===== src/rtl/reg_file.sv =====
`default_nettype none
// ============================================================================
// Module   : reg_file
// Brief    : MCU register bank. Holds the general registers (entry 0 is the
//            accumulator) behind a one-stage write-back pipeline with read
//            bypass, plus the opcode, immediate, data and status registers.
//            Optional shadow bank for single-cycle interrupt context
//            save/restore, built when REG_FILE_SHADOW_EN is defined.
// Revision : 1.0 - initial release
// ============================================================================

`ifndef MCU_LOAD
`define MCU_LOAD 8'h01
`endif

module reg_file #(
  parameter int DATA_WIDTH = 8,
  parameter int INST_WIDTH = 8,
  parameter int SEL_WIDTH  = 2,
  parameter int PSR_WIDTH  = 4
) (
  input  logic                  clk,
  input  logic                  rst,
  input  logic                  opcode_update,
  input  logic                  imem_update,
  input  logic [INST_WIDTH-1:0] imem_data,
  output logic [INST_WIDTH-1:0] opcode,
  input  logic                  dmem_update,
  input  logic [DATA_WIDTH-1:0] dmem_data,
  input  logic                  wr_en,
  input  logic [SEL_WIDTH-1:0]  wr_sel,
  input  logic [1:0]            res_sel,
  input  logic [DATA_WIDTH-1:0] alu,
  output logic                  wr_pending,
  input  logic                  psr_update,
  input  logic [PSR_WIDTH-1:0]  apsr,
  output logic [PSR_WIDTH-1:0]  psr,
  input  logic [SEL_WIDTH:0]    opa_sel,
  input  logic [SEL_WIDTH:0]    opb_sel,
  output logic [DATA_WIDTH-1:0] opa,
  output logic [DATA_WIDTH-1:0] opb,
  input  logic                  ctx_save,
  input  logic                  ctx_restore,
  output logic                  ctx_valid
);

  localparam int REG_COUNT = 2 ** SEL_WIDTH;
  localparam logic [INST_WIDTH-1:0] OPCODE_RESET = INST_WIDTH'(`MCU_LOAD);

  // State
  logic [INST_WIDTH-1:0] opcode_q, opcode_d;
  logic [DATA_WIDTH-1:0] imm_q, imm_d;
  logic [DATA_WIDTH-1:0] dmem_q, dmem_d;
  logic [PSR_WIDTH-1:0]  psr_q, psr_d;
  logic [DATA_WIDTH-1:0] regs_q [REG_COUNT];
  logic [DATA_WIDTH-1:0] regs_d [REG_COUNT];
  logic                  wr_pending_q, wr_pending_d;
  logic [SEL_WIDTH-1:0]  wb_sel_q, wb_sel_d;
  logic [DATA_WIDTH-1:0] wb_data_q, wb_data_d;

  logic [DATA_WIDTH-1:0] imem_ext;
  logic [DATA_WIDTH-1:0] src_data;
  logic [DATA_WIDTH-1:0] bypass [REG_COUNT];
  logic                  save_fire;
  logic                  restore_fire;

  // imem_data fitted to the datapath width: low bits kept, zero-extended
  generate
    if (INST_WIDTH >= DATA_WIDTH) begin : g_imem_trunc
      assign imem_ext = imem_data[DATA_WIDTH-1:0];
    end else begin : g_imem_zext
      assign imem_ext = {{(DATA_WIDTH-INST_WIDTH){1'b0}}, imem_data};
    end
  endgenerate

  // Write source mux
  always_comb begin
    case (res_sel)
      2'b01:   src_data = dmem_data;
      2'b10:   src_data = imem_ext;
      default: src_data = alu;
    endcase
  end

  // Architectural view of each register: pending write-back overrides storage
  always_comb begin
    for (int i = 0; i < REG_COUNT; i++) begin
      bypass[i] = (wr_pending_q && (wb_sel_q == SEL_WIDTH'(i))) ? wb_data_q : regs_q[i];
    end
  end

  // Operand decode: MSB clear selects a register, MSB set selects imm/dmem/zero
  function automatic logic [DATA_WIDTH-1:0] operand(input logic [SEL_WIDTH:0] sel);
    logic [DATA_WIDTH-1:0] val;
    val = '0;
    if (!sel[SEL_WIDTH]) begin
      val = bypass[sel[SEL_WIDTH-1:0]];
    end else if (sel[SEL_WIDTH-1:0] == SEL_WIDTH'(0)) begin
      val = imm_q;
    end else if (sel[SEL_WIDTH-1:0] == SEL_WIDTH'(1)) begin
      val = dmem_q;
    end
    return val;
  endfunction

  assign opa = operand(opa_sel);
  assign opb = operand(opb_sel);

`ifdef REG_FILE_SHADOW_EN
  logic [DATA_WIDTH-1:0] shadow_regs_q [REG_COUNT];
  logic [DATA_WIDTH-1:0] shadow_regs_d [REG_COUNT];
  logic [PSR_WIDTH-1:0]  shadow_psr_q, shadow_psr_d;
  logic                  ctx_valid_q, ctx_valid_d;

  // Restore needs a saved context and beats a same-cycle save
  assign restore_fire = ctx_restore & ctx_valid_q;
  assign save_fire    = ctx_save & ~ctx_restore;

  // Shadow bank next state: snapshot the bypassed registers and psr on save
  always_comb begin
    shadow_psr_d = shadow_psr_q;
    ctx_valid_d  = ctx_valid_q;
    for (int i = 0; i < REG_COUNT; i++) begin
      shadow_regs_d[i] = shadow_regs_q[i];
    end
    if (restore_fire) begin
      ctx_valid_d = 1'b0;
    end else if (save_fire) begin
      shadow_psr_d = psr_q;
      ctx_valid_d  = 1'b1;
      for (int i = 0; i < REG_COUNT; i++) begin
        shadow_regs_d[i] = bypass[i];
      end
    end
  end

  // Shadow bank storage
  always_ff @(posedge clk or posedge rst) begin
    if (rst) begin
      shadow_psr_q <= '0;
      ctx_valid_q  <= 1'b0;
      for (int i = 0; i < REG_COUNT; i++) begin
        shadow_regs_q[i] <= '0;
      end
    end else begin
      shadow_psr_q <= shadow_psr_d;
      ctx_valid_q  <= ctx_valid_d;
      for (int i = 0; i < REG_COUNT; i++) begin
        shadow_regs_q[i] <= shadow_regs_d[i];
      end
    end
  end

  assign ctx_valid = ctx_valid_q;
`else
  logic unused_ctx;
  assign unused_ctx   = ctx_save ^ ctx_restore;
  assign restore_fire = 1'b0;
  assign save_fire    = 1'b0;
  assign ctx_valid    = 1'b0;
`endif

  // Main next state: strobed loads, write-back commit/capture, context restore
  always_comb begin
    opcode_d     = opcode_update ? imem_data : opcode_q;
    imm_d        = imem_update ? imem_ext : imm_q;
    dmem_d       = dmem_update ? dmem_data : dmem_q;
    psr_d        = psr_update ? apsr : psr_q;
    wr_pending_d = wr_en;
    wb_sel_d     = wr_en ? wr_sel : wb_sel_q;
    wb_data_d    = wr_en ? src_data : wb_data_q;
    for (int i = 0; i < REG_COUNT; i++) begin
      regs_d[i] = bypass[i];
    end
`ifdef REG_FILE_SHADOW_EN
    if (restore_fire) begin
      psr_d        = shadow_psr_q;
      wr_pending_d = 1'b0;
      for (int i = 0; i < REG_COUNT; i++) begin
        regs_d[i] = shadow_regs_q[i];
      end
    end
`endif
  end

  // Main state registers
  always_ff @(posedge clk or posedge rst) begin
    if (rst) begin
      opcode_q     <= OPCODE_RESET;
      imm_q        <= '0;
      dmem_q       <= '0;
      psr_q        <= '0;
      wr_pending_q <= 1'b0;
      wb_sel_q     <= '0;
      wb_data_q    <= '0;
      for (int i = 0; i < REG_COUNT; i++) begin
        regs_q[i] <= '0;
      end
    end else begin
      opcode_q     <= opcode_d;
      imm_q        <= imm_d;
      dmem_q       <= dmem_d;
      psr_q        <= psr_d;
      wr_pending_q <= wr_pending_d;
      wb_sel_q     <= wb_sel_d;
      wb_data_q    <= wb_data_d;
      for (int i = 0; i < REG_COUNT; i++) begin
        regs_q[i] <= regs_d[i];
      end
    end
  end

  assign opcode     = opcode_q;
  assign psr        = psr_q;
  assign wr_pending = wr_pending_q;

endmodule

`default_nettype wire


===== config.mk =====
export PLATFORM = sky130hd
export DESIGN_NAME = reg_file
export DESIGN_NICKNAME = d
export VERILOG_FILES = /design/src/rtl/reg_file.sv
export SDC_FILE = /design/constraint.sdc
export NUM_CORES = 1
export LEC_CHECK = 0
export CORE_ASPECT_RATIO = 1.4
export CORE_MARGIN = 2
export CORE_UTILIZATION = 45
export CTS_BUF_LIST = sky130_fd_sc_hd__clkbuf_16
export DETAILED_ROUTE_END_ITERATION = 8
export GPL_TIMING_DRIVEN = 0
export PLACE_DENSITY = 0.71
export SYNTH_ARGS = -nofsm -noshare
export SYNTH_HDL_FRONTEND = slang
export SYNTH_SLANG_ARGS = --single-unit
export TNS_END_PERCENT = 100

===== constraint.sdc =====
create_clock -name clk -period 3.4 [get_ports clk]
set_input_delay 0.34 -clock clk [delete_from_list [all_inputs] [get_ports clk]]
set_output_delay 0.34 -clock clk [all_outputs]
set_load 0.01 [all_outputs]

==> flow_metrics.env <==
export IMPL_leakage_nw=2.34
export IMPL_ys_warn_count=0
export IMPL_ios=77
export IMPL_coreArea_mm2=0.00935
export IMPL_nNetsFinal=596
export IMPL_path_delay_family="buffers and inverters"
export IMPL_period_share_pct=94.0
export IMPL_clock_root_buffer="clkbuf_16"
export IMPL_synth_top_cell_area_share_pct=40.9
export IMPL_r2r_start="wb_sel_q[1]$_DFFE_PP0P_"
export IMPL_synth_cells=467
export IMPL_dpl_instance_area_mm2=0.00511
export IMPL_comb_power_share_pct=26.8
export IMPL_avgSynthCellArea_um2=9.17
export IMPL_setup_tns_ns=0
export IMPL_pre_cts_slack_ns=0.0881
export IMPL_p_per_area_mw_per_mm2=545
export IMPL_min_period_ns=3.20
export IMPL_n_antenna_cell=0
export IMPL_critPathMaxStageDelay_ns=0.56
export IMPL_grt_max_degree=72
export IMPL_synthToLayoutAreaGrowth_pct=27.2
export IMPL_viasPerCell=6.00
export IMPL_dp_cells=646
export IMPL_crit_arrival_ns=2.86
export IMPL_setup_viol=0
export IMPL_cts_made_buffers=9
export IMPL_max_cap_violations=0
export IMPL_hold_end="wr_pending$_DFF_PP0_"
export IMPL_synthTopCellsByArea="dfrtp_1, mux2_2, o21ai_0"
export IMPL_synth_flop_cell="dfrtp_1"
export IMPL_synth_top_area_cell="dfrtp_1"
export IMPL_cp_start_kind="flip-flop"
export IMPL_drc=0
export IMPL_io_buffers=69
export IMPL_dieArea_mm2=0.0103
export IMPL_antenna_left=0
export IMPL_finalWorstSetupSlack_ns=0.202
export IMPL_outcome="completed"
export IMPL_die_h_um=119
export IMPL_fin_total_pwr_mw=2.97
export IMPL_yosysUniqueCellTypes=43
export IMPL_vias=3975
export IMPL_cp_required_ns=3.06
export IMPL_cts_tree="yes"
export IMPL_finalClockSkew_ns=0.00570
export IMPL_fin_cells=662
export IMPL_antenna_found_initial=0
export IMPL_rrSetupSlack_ns=1.58
export IMPL_final_hold_violation_count=0
export IMPL_final_common_cell="dfrtp_1"
export IMPL_max_freq_ghz=0.313
export IMPL_critPathBufInv=4
export IMPL_grt_pass1_wl_um=21100
export IMPL_slew_viol_final=0
export IMPL_grt_pass1_vias=4131
export IMPL_final_area_mm2=0.00545
export IMPL_insertion_delay_ns=0.34
export IMPL_htree_levels=3
export IMPL_start_util_pct=45.8
export IMPL_min_from="wr_en"
export IMPL_tightestPinTransition_ns=0.884
export IMPL_critPathMaxFanout=10
export IMPL_synth_nets=516
export IMPL_hold_buffers=0
export IMPL_async_flop_share_pct=100
export IMPL_totalWireLength_um=13200
export IMPL_place_gp_congestion=0.941
export IMPL_dr_pass1_iters=5
export IMPL_worst_r2r_path_depth=5
export IMPL_wl_per_cell_um=19.9
export IMPL_intPower_mw=2.04
export IMPL_hold_class="in -> reg"
export IMPL_seqPwrFrac_pct=38.2
export IMPL_clockPowerShare_pct=35.0
export IMPL_clkTransAtPathRegs_ns=0.06
export IMPL_worstSetupPathType="reg -> out"
export IMPL_drt_initial_drc_count=340
export IMPL_vdd_drop_max_mv=0.432
export IMPL_rsz0062_at_grt="false"
export IMPL_std_cell_rows=42
export IMPL_clockBufferDepth=2
export IMPL_synth_edff_count=0
export IMPL_power_switching_uw=928
export IMPL_mappedNetlistArea_mm2=0.00428
export IMPL_drive_gt1_share_pct=12.7
export IMPL_endpoint_kind="primary output"
export IMPL_final_cell_mix="dfrtp_1, clkdlybuf4s50_1, nand2_1"
export IMPL_slew_headroom_pct=41.1
export IMPL_grtUsageTotal_pct=26.8
export IMPL_sw_frac_of_total_pct=31.3
export IMPL_slowest_stage="clkdlybuf4s50_1"
export IMPL_ys_ff_latch=71
export IMPL_timing_rr_end="regs_q[10]$_DFF_PP0_"
export IMPL_min_path_cells=1
export IMPL_grt_remaining_overflow=0
export IMPL_crit_chain="clkbuf_1 > nand2_1 > clkbuf_2 > clkbuf_2 > a31oi_1 > a31oi_1 > a21oi_1 > clkdlybuf4s50_1"
export IMPL_die_w_um=86.5
export IMPL_cts_sinks=71
export IMPL_ys_seq_area_share_pct=41.5
export IMPL_hpwl_um=9860
## cell usage after synthesis, types with 2 or more instances
library cell   n
buf_2          2
o2bb2ai_1      5
buf_1          4
and3b_1        3
dfrtp_1       70
nor2b_1        2
buf_6          3
a32oi_1        5
nand2_1       64
mux2i_1       20
nand2b_1       7
mux2_2        32
nand3_1        6
nor3_1         7
o22ai_1        7
mux4_2         6
ha_1           2
o221ai_1       8
o211ai_1       8
clkbuf_1      27
o311a_1        6
inv_1         40
a21oi_1       10
mux2_4         2
nor2_1        16
a31oi_1       25
o21ai_0       57
a22oi_1        8
## layer usage
layer	up-vias	global-route usage (%)	wire length, µm
li1	1837	-	-
met1	1924	31.8	5170
met2	193	46.8	6840
met3	21	6.72	876
met4	0	8.98	259
met5	-	0	0
## kinds of logic (layout without fill, tap and decap cells)
group / Yosys count / count (layout) / synth area share [%]
AOI/OAI and AO/OA: 143 / 143 / 21.1
and+or+nand+nor: 112 / 112 / 12.1
buffers and inverters: 77 / 162 / 7.42
DFF: 71 / 71 / 41.5
muxes: 60 / 60 / 16.9
adders and majority gates: 2 / 2 / 0.584
other: 1 / 1 / 0.0875
xor gates and xnor gates: 1 / 1 / 0.204
## state kept, by name, summed over array words and instances (netlist names)
signal and count:
wb_data_q 8, dmem_q 8, imm_q 8, psr 4, regs_q 32, wb_sel_q 2
wr_pending 1, opcode 8
## per-stage QoR
step	util [%]	hold slack, ns
2_1_floorplan	-	0.371
3_3_place_gp	54.7	0.486
3_5_place_dp	54.7	0.495
4_1_cts	58.2	0.490
5_1_grt	58.3	0.486
6_report	58.3	0.482
## power groups by stage
stage / registers [mW] / clock network, mW / logic, mW
floorplan: 1.11 / 0 / 0.494
CTS: 1.13 / 1.05 / 0.791
finish: 1.13 / 1.04 / 0.796
global placement: 1.14 / 0 / 0.766
detailed placement: 1.15 / 0 / 0.785
global route: 1.15 / 1.09 / 0.875
## final cells by class
type | count | area (µm²)
Timing Repair Buffer | 69 | 691
Fill cell | 864 | 3910
Sequential cell | 71 | 1780
Clock buffer | 9 | 225
Clock inverter | 7 | 105
Buffer | 37 | 171
Multi-Input combinational cell | 319 | 2190
Tap cell | 110 | 138
Inverter | 40 | 153
## how the worst max path moves through the flow
stage                                     from               endpoint  slack, ns  cells after the start
after floorplan                            rst  dmem_q[0]$_DFFE_PP0P_       1.27                      1
after global placement                     rst   regs_q[12]$_DFF_PP0_       0.06                      2
after detailed placement            opb_sel[0]                 opb[5]       0.09                      8
after CTS                 wr_pending$_DFF_PP0_                 opa[4]       0.03                      8
after global routing      wr_pending$_DFF_PP0_                 opa[6]       0.09                      8
final                     wr_pending$_DFF_PP0_                 opa[6]       0.20                      8
## worst register-to-register path: cells and delay by family, from the launching register on
family                 cells  cell delay (ns)
AOI/OAI and AO/OA          1             0.10
and+or+nand+nor            2             0.43
buffers and inverters      2             0.72
DFF                        1             0.42
## repair_timing
| item | in CTS | in global routing |
|---|---|---|
| endpoints found under the setup margin | 0 | 8 |
| setup buffers | 0 | 0 |
| endpoints found under the hold margin | 0 | 0 |
| gates resized for setup | 0 | 5 |
Note: power is estimated with default switching activity, not from simulation.
